## config.mk

```make
export PLATFORM = sky130hd
export DESIGN_NAME = ltc2333_sequencer_flat
export DESIGN_NICKNAME = d
export VERILOG_FILES = /design/src/rtl/ltc2333_sequencer_if.sv /design/src/rtl/ltc2333_sequencer.sv /design/src/flat_wrapper.sv
export SDC_FILE = /design/constraint.sdc
export NUM_CORES = 1
export LEC_CHECK = 0
export ABC_AREA = 1
export CAP_MARGIN = 20
export CORE_ASPECT_RATIO = 1.4
export CORE_MARGIN = 5
export CORE_UTILIZATION = 45
export DETAILED_ROUTE_END_ITERATION = 8
export HOLD_SLACK_MARGIN = 0.12
export PLACE_DENSITY_LB_ADDON = 0.12
export SYNTH_ARGS = -nofsm -noshare
export SYNTH_HDL_FRONTEND = slang
export SYNTH_SLANG_ARGS = --single-unit
```

## constraint.sdc

```tcl
create_clock -name clk -period 4.3 [get_ports clk]
set_input_delay 0.43 -clock clk [delete_from_list [all_inputs] [get_ports clk]]
set_output_delay 0.43 -clock clk [all_outputs]
set_load 0.01 [all_outputs]
```

## src/rtl/ltc2333_sequencer_if.sv

```systemverilog
// ltc2333_sequencer_if: ADC pin bundle (CNV, SCKI, SDI) driven by the
// conversion sequencer toward the LTC2333.
interface ltc2333_sequencer_if;
  logic cnv;
  logic scki;
  logic sdi;

  modport master (
    output cnv,
    output scki,
    output sdi
  );

  modport slave (
    input cnv,
    input scki,
    input sdi
  );
endinterface

```

## src/rtl/ltc2333_sequencer.sv

```systemverilog
// ltc2333_sequencer: one CNV + SDI config frame per trigger for the LTC2333.
// Optional free-running period timer: define LTC2333_SEQ_FREERUN_EN.
module ltc2333_sequencer #(
  parameter int CNV_HIGH    = 4,
  parameter int CONV_CYCLES = 100,
  parameter int SCK_HALF    = 2,
  parameter int WORD_BITS   = 12
) (
  input  logic                   clk,
  input  logic                   reset,
  input  logic                   enable,
  input  logic                   timetrig,
  input  logic [2:0]             n_words,
  input  logic [8*WORD_BITS-1:0] cfg_words,
`ifdef LTC2333_SEQ_FREERUN_EN
  input  logic [31:0]            period,
`endif
  ltc2333_sequencer_if.master    adc,
  output logic                   busy,
  output logic                   frame_done,
  output logic [15:0]            overrun_cnt
);

  localparam int IW = $clog2(8 * WORD_BITS);
  localparam int BW = $clog2(WORD_BITS + 1);
  localparam logic [31:0] CNV_N     = 32'(CNV_HIGH);
  localparam logic [31:0] CONV_LAST = 32'(CONV_CYCLES - 1);
  localparam logic [31:0] PER_LAST  = 32'(2 * SCK_HALF - 1);
  localparam logic [31:0] HALF      = 32'(SCK_HALF);
  localparam logic [BW-1:0] BIT_LAST = BW'(WORD_BITS - 1);
  localparam logic [IW-1:0] WB_I     = IW'(WORD_BITS);

  if (CONV_CYCLES < CNV_HIGH) begin : g_bad_conv
    $error("CONV_CYCLES must be >= CNV_HIGH");
  end
  if (SCK_HALF < 1) begin : g_bad_sck
    $error("SCK_HALF must be >= 1");
  end

  typedef enum logic [1:0] {
    IDLE,
    CONVERT,
    SHIFT
  } state_t;

  state_t                 state_q, state_d;
  logic [31:0]            cnt_q, cnt_d;
  logic [BW-1:0]          bit_q, bit_d;
  logic [2:0]             word_q, word_d;
  logic [2:0]             nw_q, nw_d;
  logic [8*WORD_BITS-1:0] cfg_q, cfg_d;
  logic                   cnv_q, cnv_d;
  logic                   scki_q, scki_d;
  logic                   sdi_q, sdi_d;
  logic                   busy_q, busy_d;
  logic                   done_q, done_d;
  logic [15:0]            ovr_q, ovr_d;
  logic                   timer_tick;
  logic                   trg, accept, drop;
  logic [IW-1:0]          idx;

`ifdef LTC2333_SEQ_FREERUN_EN
  logic [31:0] timer_q, timer_d;

  // >= so a period shrunk below the running count still wraps promptly
  always_comb begin
    timer_d    = '0;
    timer_tick = 1'b0;
    if (enable && period != 32'd0) begin
      timer_tick = (timer_q >= period - 32'd1);
      timer_d    = timer_tick ? '0 : timer_q + 32'd1;
    end
  end

  always_ff @(posedge clk) begin
    if (reset) timer_q <= '0;
    else       timer_q <= timer_d;
  end
`else
  assign timer_tick = 1'b0;
`endif

  always_comb begin
    trg     = timetrig | timer_tick;
    accept  = trg && enable && (state_q == IDLE) && !done_q;
    drop    = trg && ((state_q != IDLE) || done_q);
    state_d = state_q;
    cnt_d   = cnt_q;
    bit_d   = bit_q;
    word_d  = word_q;
    nw_d    = nw_q;
    cfg_d   = cfg_q;
    cnv_d   = 1'b0;
    scki_d  = 1'b0;
    sdi_d   = 1'b0;
    busy_d  = busy_q;
    done_d  = 1'b0;
    ovr_d   = ovr_q;
    idx     = '0;
    if (drop && ovr_q != 16'hFFFF) ovr_d = ovr_q + 16'd1;
    unique case (state_q)
      IDLE: begin
        busy_d = 1'b0;
        if (accept) begin
          state_d = CONVERT;
          nw_d    = n_words;
          cfg_d   = cfg_words;
          cnt_d   = '0;
          cnv_d   = 1'b1;
          busy_d  = 1'b1;
        end
      end
      CONVERT: begin
        cnt_d = cnt_q + 32'd1;
        cnv_d = (cnt_q + 32'd1) < CNV_N;
        if (cnt_q == CONV_LAST) begin
          state_d = SHIFT;
          cnt_d   = '0;
          bit_d   = '0;
          word_d  = '0;
        end
      end
      SHIFT: begin
        cnt_d = cnt_q + 32'd1;
        if (cnt_q == PER_LAST) begin
          cnt_d = '0;
          if (bit_q == BIT_LAST) begin
            bit_d = '0;
            if (word_q == nw_q) begin
              state_d = IDLE;
              busy_d  = 1'b0;
              done_d  = 1'b1;
            end else begin
              word_d = word_q + 3'd1;
            end
          end else begin
            bit_d = bit_q + BW'(1);
          end
        end
      end
    endcase
    // SDI holds the bit for the whole SCKI period; MSB of each word first
    if (state_d == SHIFT) begin
      idx    = IW'(word_d) * WB_I + (WB_I - IW'(1)) - IW'(bit_d);
      sdi_d  = cfg_q[idx];
      scki_d = cnt_d >= HALF;
    end
  end

  always_ff @(posedge clk) begin
    if (reset) begin
      state_q <= IDLE;
      cnt_q   <= '0;
      bit_q   <= '0;
      word_q  <= '0;
      nw_q    <= '0;
      cfg_q   <= '0;
      cnv_q   <= 1'b0;
      scki_q  <= 1'b0;
      sdi_q   <= 1'b0;
      busy_q  <= 1'b0;
      done_q  <= 1'b0;
      ovr_q   <= '0;
    end else begin
      state_q <= state_d;
      cnt_q   <= cnt_d;
      bit_q   <= bit_d;
      word_q  <= word_d;
      nw_q    <= nw_d;
      cfg_q   <= cfg_d;
      cnv_q   <= cnv_d;
      scki_q  <= scki_d;
      sdi_q   <= sdi_d;
      busy_q  <= busy_d;
      done_q  <= done_d;
      ovr_q   <= ovr_d;
    end
  end

  assign adc.cnv     = cnv_q;
  assign adc.scki    = scki_q;
  assign adc.sdi     = sdi_q;
  assign busy        = busy_q;
  assign frame_done  = done_q;
  assign overrun_cnt = ovr_q;

endmodule
```

## src/flat_wrapper.sv

```systemverilog
// flat-port wrapper written by rule: the top's interface ports become plain ports
module ltc2333_sequencer_flat 
#(
  parameter int CNV_HIGH    = 4,
  parameter int CONV_CYCLES = 100,
  parameter int SCK_HALF    = 2,
  parameter int WORD_BITS   = 12
)
  (clk, reset, enable, timetrig, n_words, cfg_words, busy, frame_done, overrun_cnt, adc_cnv, adc_scki, adc_sdi);
  ltc2333_sequencer_if adc_i ();
  input  logic clk;
  input  logic reset;
  input  logic enable;
  input  logic timetrig;
  input  logic [2:0] n_words;
  input  logic [8*WORD_BITS-1:0] cfg_words;
  output logic busy;
  output logic frame_done;
  output logic [15:0] overrun_cnt;
  output wire logic [$bits(adc_i.cnv)-1:0] adc_cnv;
  output wire logic [$bits(adc_i.scki)-1:0] adc_scki;
  output wire logic [$bits(adc_i.sdi)-1:0] adc_sdi;
  assign adc_cnv = adc_i.cnv;
  assign adc_scki = adc_i.scki;
  assign adc_sdi = adc_i.sdi;
  ltc2333_sequencer #(.CNV_HIGH(CNV_HIGH), .CONV_CYCLES(CONV_CYCLES), .SCK_HALF(SCK_HALF), .WORD_BITS(WORD_BITS)) u_core (.clk(clk), .reset(reset), .enable(enable), .timetrig(timetrig), .n_words(n_words), .cfg_words(cfg_words), .adc(adc_i), .busy(busy), .frame_done(frame_done), .overrun_cnt(overrun_cnt));
endmodule
```

[Word-level counts from Yosys, hierarchy flattened]
Index checks and enable logic that the tools add are counted.
Word-level totals
  register bits after elaboration: 161
  latch bits: 0
  bits in writable memories: 0
  memory bits (read-only): 0
  input bits: 103
  logic and storage cells: 79
  memories kept: 0
Operators by class
  add/sub/neg operators: 6
  multiply operators: 1
  divide/modulo/power cells: 0
  $lt $le $gt $ge: 3
  equality and inequality tests: 11
  shift-type cells: 0
  multiplexer cells: 28
  bitwise operators: 4
  reductions and logical operators: 14
Operators with widths (count)
  two-way mux 32 bit: 3
  one-hot mux 32 bit (3 select lines): 1
  adder 32 x 1 -> 32 bit, second input constant: 1
  equality test 32 x 2 -> 1 bit, second input constant: 1
  equality test 32 x 7 -> 1 bit, second input constant: 1
  greater-or-equal comparator 32 x 2 -> 1 bit, second input constant: 1
  less-than comparator 32 x 3 -> 1 bit, second input constant: 1
  adder 16 x 1 -> 16 bit, second input constant: 1
  != test 16 bit, second input constant: 1
  two-way mux 3 bit: 4
  two-way mux 4 bit: 3
  two-way mux 2 bit: 5
  less-than comparator 7 x 8 -> 1 bit, second input constant: 1
  one-hot mux 4 bit (2 select lines): 1
  adder 7 x 4 -> 7 bit, second input constant: 1
  binary-select mux 1 bit (select 7 bit): 1
  subtractor 7 x 4 -> 7 bit: 1
  two-way mux 1 bit: 6
  != test 2 x 1 -> 1 bit, second input constant: 3
  one-hot mux 2 bit (3 select lines): 1
  one-hot mux 3 bit (2 select lines): 1
  logical AND 1 bit: 5
  multiplier 3 x 2 -> 5 bit, second input constant: 1
  adder 4 x 1 -> 4 bit, second input constant: 1
  15 further kinds: 21

[Depth between registers and ports, before layout]
  depth in word-level cells: 10
  mapped depth: 27

[Least setup slack after synthesis]
No wires, ideal clock.
  path kind: register -> register
  from: reg u_core.cnt_q[0]
  to: reg u_core.sdi_q, in the netlist u_core.adc.sdi
  library setup time: 0.110 ns
  arrival time: 3.381 ns
  setup slack: 0.809 ns
  cell stages (with the launch flop): 23
  period minus slack after synthesis: 3.491 ns
  cell sequence: dfxtp_1 -> ha_1 -> nand2_1 -> nor2_1 -> nand2_2 -> nor2_8 -> nand2_1 -> nor2_2 -> nand2_1 -> nand2_1 -> inv_1 -> o22ai_1 -> inv_1 -> ha_1 -> fa_1 -> inv_1 -> fa_1 -> xnor2_1 -> inv_1 -> nor2_1 -> nand2_1 -> nand3_1 -> nor2_1
On the way
  longest elaborated chain between the ends: 8
  elaborated cells on any way between the ends: 19
  classes of those cells: 2 x add/sub; 1 x mul; 3 x eq/ne; 11 x mux; 1 x bitwise; 1 x reduce/logical
RTL lines
  from (decl): line ltc2333_sequencer.sv:47  | logic [31:0] cnt_q, cnt_d;
  from (signal assigned): line ltc2333_sequencer.sv:166  | cnt_q <= cnt_d;
  equality test 32 x 2 -> 1 bit / equality test 32 x 7 -> 1 bit (equally long branches): line ltc2333_sequencer.sv:125, ltc2333_sequencer.sv:116
  two-way mux 3 bit (on tied branches): line ltc2333_sequencer.sv:125, ltc2333_sequencer.sv:116
  one-hot mux 3 bit (2 select lines) (*): line ltc2333_sequencer.sv:101  | unique case (state_q)
  via u_core.word_d[0]: line ltc2333_sequencer.sv:49  | logic [2:0] word_q, word_d;
  multiplier 3 x 2 -> 5 bit (*): line ltc2333_sequencer.sv:144  | idx = IW'(word_d) * WB_I + (WB_I - IW'(1)) - IW'(bit_d);
  adder 7 x 4 -> 7 bit (*): line ltc2333_sequencer.sv:144
  subtractor 7 x 4 -> 7 bit (*): line ltc2333_sequencer.sv:144
  binary-select mux 1 bit (select 7 bit) (*): line ltc2333_sequencer.sv:145  | sdi_d = cfg_q[idx];
  two-way mux 1 bit (not written as such) (*): line ltc2333_sequencer.sv:145
  to (signal assigned): line ltc2333_sequencer.sv:173  | sdi_q <= sdi_d;
  to (decl): line ltc2333_sequencer.sv:54  | logic sdi_q, sdi_d;
Mark *: on every way through the listed nets, which the timed path passes. The rest lies on a longest branch. The select of a mux whose other input is x is not followed.
A chain may end at the register's enable or synchronous reset.

[Worst setup path after layout]
Same ends and word-level chain as after synthesis.

==> impl_results.rst <==
.. list-table::
   :header-rows: 1

   * - Metric
     - Value
   * - Y dimension of the die
     - 173 µm
   * - Highest attainable clock frequency
     - 267 MHz
   * - Most common cell on crit path
     - nand2_1
   * - Final total negative setup slack
     - 0 ps
   * - Critical-path cell with the highest stage delay
     - fa_1
   * - Filler instances
     - 1865
   * - Part of the power in registers
     - 0.416
   * - Post-layout util
     - 0.560
   * - Post-synth top area cell
     - dfxtp_1
   * - First-pass GRT wire length
     - 37.9 mm
   * - Finished layout cell area
     - 10500 µm²
   * - GR Overflow Total
     - 0
   * - Final ANT Viol Nets
     - 0
   * - Proportion of layout cells with a drive suffix above 1
     - 0.0480
   * - Post-route clock period utilization
     - 0.871
   * - Diodes inserted
     - 0
   * - Placeable core area
     - 18700 µm²
   * - Pleak
     - 4.15 nW
   * - Count of mapped cells out of synthesis
     - 1274
   * - Sequential element share of the synthesized area
     - 0.377
   * - Layout overhead on the synthesized area
     - 22.5%
   * - Final critical-path required period
     - 3750 ps
   * - Flops & latches, synth
     - 161
   * - Clock latency reported for the late side of the worst-skew pair
     - 430 ps
   * - Number of top-level design ports
     - 124
   * - Die Span X
     - 126 µm
   * - Pins over their slew limit
     - 0
   * - Setup repair after global routing missed its margin
     - no
   * - Via-per-instance ratio
     - 5.10
   * - Category of the critical setup timing path
     - flip-flop to flip-flop
   * - Placer congestion estimate
     - 0.886
   * - Required time at the endpoint of the critical path
     - 4630 ps
   * - Max incr delay on CP
     - 450 ps
   * - Number of maximum-capacitance constraint violations
     - 0
   * - Register clock-pin slew on the reported worst setup and hold paths
     - 70 ps
   * - Worst Hold Class
     - flip-flop to flip-flop
   * - Starting utilization of the core area
     - 0.457
   * - Antenna violations before repair
     - 0
   * - Int Pwr
     - 2.87 mW
   * - Series of cell instances along the critical path
     - ha_1, nand2_1, nor2_1, nand2_2, nor2_8, nand2_1, nor3_1, nand2_1, nand2_1, ha_1, fa_1, ha_1, a21oi_1, o21bai_1, xor2_1, inv_1, nand2_1, nand2_1, nor2_1, nand2_1, nand3_1, nor2_1
   * - Total GRT Usage
     - 0.210
   * - Data arrival time at the worst-slack endpoint
     - 4080 ps
   * - Number of global-route vias before repair
     - 8042
   * - Pre-antenna DRT Iters
     - 7
   * - Outcome
     - finished clean
   * - Iter 0 DRT Violations
     - 576
   * - Clk network pwr share
     - 0.350
   * - Final-report hold violation count
     - 0
   * - Peak VDD IR
     - 0.247 mV
   * - Net switching share of the total power
     - 0.320
   * - Main area contributors after synthesis
     - dfxtp_1 (38%), nand3_1 (9.1%), nor2_1 (8.0%), inv_1 (7.8%), nand2_1 (7.3%)
   * - Startpoint class of the critical path
     - flip-flop
   * - Distinct cell type count of the synthesized netlist
     - 38
   * - DRC violation count after routing
     - 0
   * - Post-synthesis area per instance
     - 6.71 µm²
   * - Number of rows created at floorplan
     - 59
   * - Yosys Warn Count
     - 0
   * - Net switching power of the design
     - 1.35 mW
   * - CTS sink cnt
     - 161
   * - Total CTS buffers
     - 17
   * - Crit end category
     - flip-flop
   * - Via count
     - 8263
   * - Share of Yosys cell area claimed by the top area cell type
     - 0.377
   * - Final-stage net count
     - 1484
   * - Number of standard cells in the final layout excluding fillers
     - 1619
   * - Normalized max-slew margin
     - 0.456
   * - Post-placement cell area
     - 9890 µm²
   * - Crit path max fanout
     - 9
   * - Areal power density over the cells
     - 403 nW/µm²
   * - Worst hold slack
     - 450 ps
   * - DPL Wire Length
     - 16.7 mm
   * - Synthesized cell area
     - 8540 µm²
   * - # placed instances
     - 1588
   * - Maximum number of pins on one net before global-route repair
     - 101
   * - Routed wirelength normalized by instance count
     - 14.2 µm
   * - Maximum clock skew at final layout
     - 7.54 ps
   * - CTS H-tree lvls
     - 4
   * - Overall routed net length
     - 23.0 mm
   * - Final setup fails
     - 0
   * - Cell chosen for the clock root
     - clkbuf_16
   * - Number of buffer cells added on primary ports
     - 123
   * - Final worst setup slack
     - 554 ps
   * - Clock tree from TritonCTS
     - done
   * - Die Footprint
     - 21900 µm²
   * - CTS Buffer Depth
     - 2
   * - Total power draw
     - 4.21 mW
   * - Synthesized net count
     - 1395
   * - DP Worst Slack
     - 490 ps
   * - Transition time at the pin with the least slew margin
     - 815 ps
   * - Comb power frac
     - 0.235
[cells in the mapped netlist]
master	number
nor2_1	181
inv_1	178
nand2_1	167
dfxtp_1	161
nand3_1	156
o21ai_0	120
a21oi_1	86
clkbuf_1	36
xor2_1	28
o22ai_1	25
nor3_1	21
nand4_1	20
ha_1	15
buf_2	14
nor4_1	10
buf_1	6
inv_2	6
nand2_2	6
buf_4	5
nand2_4	4
fa_1	3
o21a_1	3
xnor2_1	3
a211oi_1	2
a22oi_1	2
buf_6	2
nand3b_1	2
nor2_2	2
a21boi_0	1
a21o_1	1
a21oi_2	1
and3_1	1
nor2_8	1
nor4_2	1
o211ai_1	1
o21ai_1	1
o21ba_2	1
o21bai_1	1
[power by group through the flow]
stage | clock network, mW | registers (mW) | logic (mW)
2_1_floorplan | 0 | 1.77 | 0.684
4_1_cts | 1.50 | 1.75 | 0.998
3_5_place_dp | 0 | 1.78 | 0.995
6_report | 1.47 | 1.75 | 0.989
5_1_grt | 1.57 | 1.77 | 1.13
3_3_place_gp | 0 | 1.78 | 0.988
[critical path: cells and delay by family (launching register included)]
kind / cells / cell delay (ps)
flip-flops: 1 / 370
XOR/XNOR: 1 / 180
adder cells (fa/ha/maj): 4 / 1260
AND/OR/NAND/NOR: 14 / 1580
buffers and inverters: 1 / 60
AO/OA/AOI/OAI: 2 / 230
[cell usage in the layout (no fill, tap or decap), types with 4 or more instances in the layout]
| master | netlist | final |
|---|---|---|
| inv_1 | 178 | 177 |
| xor2_1 | 28 | 28 |
| nor3_1 | 21 | 21 |
| ha_1 | 15 | 15 |
| inv_2 | 6 | 7 |
| o22ai_1 | 25 | 24 |
| clkbuf_16 | 0 | 17 |
| nand4_1 | 20 | 20 |
| inv_6 | 0 | 6 |
| clkdlybuf4s50_1 | 0 | 123 |
| nand2_2 | 6 | 6 |
| nand3_1 | 156 | 155 |
| buf_4 | 5 | 9 |
| nor2_1 | 181 | 181 |
| nor4_1 | 10 | 10 |
| o21ai_0 | 120 | 120 |
| dfxtp_1 | 161 | 161 |
| a21oi_1 | 86 | 86 |
| nand2_1 | 167 | 167 |
| nand2_4 | 4 | 4 |
[final timing paths]
check / from / cells past startpoint / slack [ps] / endpoint
hold / removal: u_core.cfg_q[17]$_SDFFE_PP0P_ / 2 / 450 / u_core.cfg_q[17]$_SDFFE_PP0P_
hold reg to reg: u_core.cfg_q[17]$_SDFFE_PP0P_ / 2 / 450 / u_core.cfg_q[17]$_SDFFE_PP0P_
setup reg to reg: u_core.cnt_q[0]$_SDFF_PP0_ / 22 / 550 / u_core.adc.sdi$_SDFF_PP0_
setup / recovery: u_core.cnt_q[0]$_SDFF_PP0_ / 22 / 550 / u_core.adc.sdi$_SDFF_PP0_
[state kept, by name, indices dropped and copies added, names as in the netlist, 2 cells and up]
| register | flops |
|---|---|
| u_core.cfg_q | 96 |
| u_core.word_q | 3 |
| u_core.nw_q | 3 |
| u_core.overrun_cnt | 16 |
| u_core.bit_q | 4 |
| u_core.cnt_q | 32 |
| u_core.state_q | 2 |
[logic make-up after synthesis]
group / synth area share
buffers and inverters: 0.115
AND/OR/NAND/NOR: 0.296
flip-flops: 0.377
adder cells (fa/ha/maj): 0.0290
XOR/XNOR: 0.0318
AO/OA/AOI/OAI: 0.151
[what timing repair did]
action,in CTS,in global routing
hold buffers,0,0
buffers inserted,0,0
gates resized for setup,0,1
setup endpoints to repair,0,1
hold endpoints to repair,0,0
[area by class of cell]
class / instances / area [µm²] / share of cell area
clock buffers: 18 / 439 / 0.0420
clock inverters: 13 / 126 / 0.0121
inverters: 184 / 691 / 0.0660
multi-input cells: 866 / 4360 / 0.417
flip-flops and latches: 161 / 3220 / 0.308
well taps: 244 / 305 / 0.0292
repair buffers: 133 / 1320 / 0.126
[routing by layer]
layer,share of wire,global-route usage
met5,0,0
met3,0.028,0.0324
met2,0.53,0.390
met4,0.034,0.0962
met1,0.41,0.230
Power figures use the tool's default switching activity.
